File: src/rtl/background_engine.sv
// Registered VGA background generator: frame-stepped animation time base,
// writable palette and a mode register that only switches at frame boundaries.
module background_engine #(
  parameter int HTOTAL     = 800,
  parameter int VTOTAL     = 525,
  parameter int COLOR_BITS = 6,
  parameter int PAL_DEPTH  = 4,
  parameter int SPEED_BITS = 3
) (
  input  logic                           clk,
  input  logic                           reset,
  input  logic                           frame_start,
  input  logic signed [$clog2(HTOTAL):0] counter_h,
  input  logic signed [$clog2(VTOTAL):0] counter_v,
  input  logic [2:0]                     mode_req,
  input  logic [SPEED_BITS-1:0]          speed,
  input  logic                           direction,
  input  logic                           pause,
  input  logic                           pal_we,
  input  logic [$clog2(PAL_DEPTH)-1:0]   pal_addr,
  input  logic [COLOR_BITS-1:0]          pal_data,
  output logic [COLOR_BITS-1:0]          color_out,
  output logic [2:0]                     mode_active,
  output logic [7:0]                     cur_time
);

  localparam int L = $clog2(PAL_DEPTH);

  logic [COLOR_BITS-1:0] pal_q [PAL_DEPTH];
  logic [COLOR_BITS-1:0] pal_d [PAL_DEPTH];
  logic [COLOR_BITS-1:0] color_q, color_d;
  logic [2:0]            mode_q, mode_d;
  logic [7:0]            time_q, time_d;
  logic [SPEED_BITS-1:0] presc_q, presc_d;

  logic [11:0]           h_ext_s, v_ext_s, t_ext_s;
  logic [11:0]           sum_hvt_s, sum_vt_s, sum_ht_s;
  logic [5:0]            xor6_s;
  logic [COLOR_BITS+5:0] xor_wide_s;
  logic                  unused_bits_s;

  // Pixel index arithmetic: 12-bit two's complement sums, counters sign-extended, time zero-extended
  always_comb begin
    h_ext_s    = 12'(counter_h);
    v_ext_s    = 12'(counter_v);
    t_ext_s    = {4'd0, time_q};
    sum_hvt_s  = h_ext_s + v_ext_s + t_ext_s;
    sum_vt_s   = v_ext_s + t_ext_s;
    sum_ht_s   = h_ext_s + t_ext_s;
    xor6_s     = (h_ext_s[7:2] ^ v_ext_s[7:2]) + time_q[7:2];
    xor_wide_s = {{COLOR_BITS{1'b0}}, xor6_s};
  end

  // Only slices of the sums select colours; the remaining bits are intentionally dropped
  assign unused_bits_s = ^{sum_hvt_s, sum_vt_s, sum_ht_s, v_ext_s, xor_wide_s};

  // Colour selection from the state as it stands this cycle
  always_comb begin
    color_d = pal_q[0];
    case (mode_q)
      3'd0:    color_d = pal_q[0];
      3'd1:    color_d = xor_wide_s[COLOR_BITS-1:0];
      3'd2:    color_d = pal_q[sum_hvt_s[6+L-1:6]];
      3'd3:    color_d = pal_q[sum_vt_s[5+L-1:5]];
      3'd4:    color_d = pal_q[L'(sum_ht_s[5] ^ v_ext_s[5])];
      default: color_d = pal_q[0];
    endcase
  end

  // Time base, mode latch and palette write next-state
  always_comb begin
    mode_d  = mode_q;
    time_d  = time_q;
    presc_d = presc_q;
    pal_d   = pal_q;
    if (frame_start) begin
      mode_d = mode_req;
      if (!pause) begin
        // >= lets a lowered speed fire on the very next frame
        if (presc_q >= speed) begin
          presc_d = '0;
          if (direction) begin
            time_d = time_q - 8'd1;
          end else begin
            time_d = time_q + 8'd1;
          end
        end else begin
          presc_d = presc_q + SPEED_BITS'(1);
        end
      end else begin
        presc_d = presc_q;
      end
    end else begin
      mode_d = mode_q;
    end
    if (pal_we) begin
      pal_d[pal_addr] = pal_data;
    end else begin
      pal_d = pal_q;
    end
  end

  // State registers with synchronous reset; palette returns to identity defaults
  always_ff @(posedge clk) begin
    if (reset) begin
      color_q <= '0;
      mode_q  <= 3'd0;
      time_q  <= 8'd0;
      presc_q <= '0;
      for (int i = 0; i < PAL_DEPTH; i++) begin
        pal_q[i] <= COLOR_BITS'(i);
      end
    end else begin
      color_q <= color_d;
      mode_q  <= mode_d;
      time_q  <= time_d;
      presc_q <= presc_d;
      pal_q   <= pal_d;
    end
  end

  assign color_out   = color_q;
  assign mode_active = mode_q;
  assign cur_time    = time_q;

endmodule

File: config.mk
export PLATFORM = sky130hd
export DESIGN_NAME = background_engine
export DESIGN_NICKNAME = d
export VERILOG_FILES = /design/src/rtl/background_engine.sv
export SDC_FILE = /design/constraint.sdc
export NUM_CORES = 1
export LEC_CHECK = 0
export ABC_AREA = 1
export ABC_CLOCK_PERIOD_IN_PS = 4670
export BUFFER_PORTS_ARGS = -buffer_cell sky130_fd_sc_hd__buf_2
export CORE_UTILIZATION = 35
export DETAILED_ROUTE_END_ITERATION = 10
export SETUP_SLACK_MARGIN = 0.5
export SLEW_MARGIN = 15
export SYNTH_ARGS = -nofsm -noshare
export SYNTH_HDL_FRONTEND = slang
export SYNTH_SLANG_ARGS = --single-unit
export TNS_END_PERCENT = 1
File: constraint.sdc
create_clock -name clk -period 4.67 [get_ports clk]
set_input_delay 0.467 -clock clk [delete_from_list [all_inputs] [get_ports clk]]
set_output_delay 0.467 -clock clk [all_outputs]
set_load 0.02 [all_outputs]
==> results by group <==
Yosys
  – YS warnings: 0
  – Syn Inst Count: a little under 600
  – Synth area leader: dfxtp_1
  – Mapped Area: roughly 3700 sq um
  – EDFF count, synth: 0
  – Syn nets: 669
  – Commonest cells in the netlist: 160 x nand2_1, 100 x inv_1, 77 x nand3_1
  – Commonest register cell after synthesis: dfxtp_1
  – Register area share after synthesis: 0.2359
  – Most common cell in the netlist: nand2_1
  – Synth top area cells: dfxtp_1 24%, nand2_1 16%, ha_1 12%
  – Syn Area/Cell: 6.393 sq um
  – Synth top area share: 0.2359
  – Yosys cell types: 31
  – FF+latch count, synth: 44
  – Ys async rst share: 0

STA
  – Worst Max-Slew Pin Slew: 999.5 ps
  – Final hold vios: 0
  – Fin crit period: about 3000 ps
  – Final period utilization: 0.6260
  – Max Clock Skew: ~4.9 ps
  – Worst setup margin: 1747 ps
  – Max_slew headroom: 0.3329
  – Pins Over Slew Limit: 0
  – Hold slack: approximately 390 ps
  – RSZ-0062 raised after global routing: false
  – Fmax: approximately 340 MHz
  – Setup-failing EPs final: 0
  – Final setup TNS: 0 ps

Global routing
  – Total track usage: 0.1875
  – GR Layer Usage met3: 0.02536
  – Pin count of the biggest net entering global routing: 38
  – Number of global-route vias before repair: between 3000 and 4000
  – Global route total overflow: 0
  – Grt met1 use: 0.2556
  – First-pass GRT wire length: 16800 um
  – GRT met2 Usage: 0.3102
  – Top Usage Layer GRT: met2
  – Initial antenna violation count: 0

Setup path
  – Worst Path Max Fanout: 8
  – R2r setup slk: around 1700 ps
  – CP Cell Sequence: fa_1, ha_1, nand2_1, inv_1, a21oi_4, nand3_1, nand2_2, nand2_1, nand2_1, nand2_1, nand3_1, nand3_1, nand2_1, inv_1
  – Most frequent cell on the critical path: nand2_1
  – Setup crit start kind: register
  – Kind of cell adding the most delay to the critical path: simple AND/OR/NAND/NOR gates
  – Crit path buffers/inverters: 2
  – CP max stage delay: 570 ps
  – Setup crit end kind: register
  – CP required: 4870 ps
  – Worst setup path class: register to register
  – Worst EP arrival: around 3100 ps
  – Slowest CP cell: fa_1

Flow run
  – Max-Cap Viols: 0

Die
  – Chip Height: about 110 um
  – Die area: roughly 11000 sq um
  – # rows: 37
  – Ports: slightly below 60
  – Initial core utilization: 0.3617
  – Die W: between 100 and 150 um
  – Core area: just over 10000 sq um

Placement
  – Port bufs: between 50 and 60
  – Area after DPL: ~4100 sq um
  – Routability cong.: 0.8413
  – Detailed Place HPWL: around 8000 um
  – Inst Count DP: 765
  – Pre-CTS worst setup slack: ~1700 ps

Cells and area
  – Finished Layout Cells: just under 800
  – Finished Cell Area: roughly 4200 sq um
  – Layout cells sized above 1: 0.1256
  – Ant. Diodes: 0
  – P&R area growth vs syn: 13.07%
  – Nets: a little over 700
  – Finished Core Util: 0.4089
  – Fillers: about 1100

Route
  – Routed vias/inst: between 4 and 5
  – Post-DR wirelength/cell: roughly 13 um
  – WL final: around 10000 um
  – DRC Markers: 0
  – Routed vias: between 3000 and 4000
  – ANT nets after route: 0
  – Initial DRC Count: about 230
  – DRT Pass-1 Iters: 6

Clock network
  – Clock transition at path regs: roughly 90 ps
  – Num CTS Buffers: 5
  – Clk sinks: between 40 and 50
  – Hold_buf cts: 0
  – Bufs on Longest Clock Path: 2
  – Setup bufs post-CTS: 0
  – CTS tree: done
  – Root Driver: clkbuf_8
  – Clk Latency, worst-skew pair: about 300 ps
  – H-Tree Depth: 2
  – PostCTS Resize Cnt: 0

Min path
  – HP Class: primary input to register

Power and ir drop
  – Pwr Density: around 270 nW/um^2
  – Peak VDD IR: 0.1347 mV
  – Post-layout power: ~1.2 mW
  – Pleak: between 2 and 2.5 nW

Outcome
  – Status: finished clean
[flip-flops by register name, summed over array words and instances, names as in the netlist]
| signal | count |
|---|---|
| presc_q | 3 |
| color_out | 6 |
| mode_active | 3 |
| cur_time | 8 |
| pal_q | 24 |
[area by class of cell]
class	instances	area [sq um]	share of cell area
Sequential cell	44	880.8	0.2087
Timing Repair Buffer	52	260.3	0.06165
Tap cell	136	170.2	0.04031
Multi-Input combinational cell	426	2415	0.5720
Clock inverter	1	7.507	0.001778
Clock buffer	7	86.33	0.02045
Inverter	107	401.6	0.09514
[layout by cell type, fill, tap and decap left out]
master and n:
inv_1 100, nand2_4 1, a21oi_2 1, nor2_2 1
buf_2 52, o22ai_1 2, o21ai_1 1, ha_1 35
o21ai_0 37, o211ai_1 4, clkinvlp_4 1, a21oi_4 1
clkbuf_8 6, fa_1 8, nand3b_1 2, a21oi_1 46
a21o_1 1, dfxtp_1 44, nand3_2 3, clkinv_1 2
nand2_1 160, nand2_2 7, nor2_1 20, nor3_4 2
clkbuf_1 1, nand4_1 2, xnor2_1 1, nor3_1 6
nand3_1 77, xor2_1 8, inv_2 5
[report_power, final]
group,total [mW],internal [mW],leakage [nW],switching (mW)
Sequential,0.426,0.401,0.361,0.0247
Clock,0.257,0.120,0.0445,0.136
Combinational,0.476,0.159,1.91,0.316
[final timing paths]
path                            cells past startpoint      endpoint   startpoint
worst max register to register                     14  color_out[1]  cur_time[5]
worst max-delay path                               14  color_out[1]  cur_time[5]
worst min-delay path                                2   cur_time[7]        reset
worst min register to register                      2     pal_q[10]    pal_q[10]
[per-layer routing]
metal / vias to the layer above / part of all wire
met2: 116 / 0.47
met1: 1681 / 0.47
met3: 8 / 0.054
met5: - / 0
met4: 0 / 0.0097
li1: 1975 / -
[logic make-up (layout without fill, tap and decap cells)]
| family | after synthesis | count (layout) | synth area share |
|---|---|---|---|
| flops | 44 | 44 | 0.2359 |
| fa+ha+maj | 43 | 43 | 0.1602 |
| simple gates | 281 | 281 | 0.3328 |
| buf+inv | 114 | 167 | 0.1173 |
| xor+xnor | 9 | 9 | 0.02111 |
| compound gates | 93 | 93 | 0.1327 |
No activity file was read; power rests on OpenSTA's default activity.
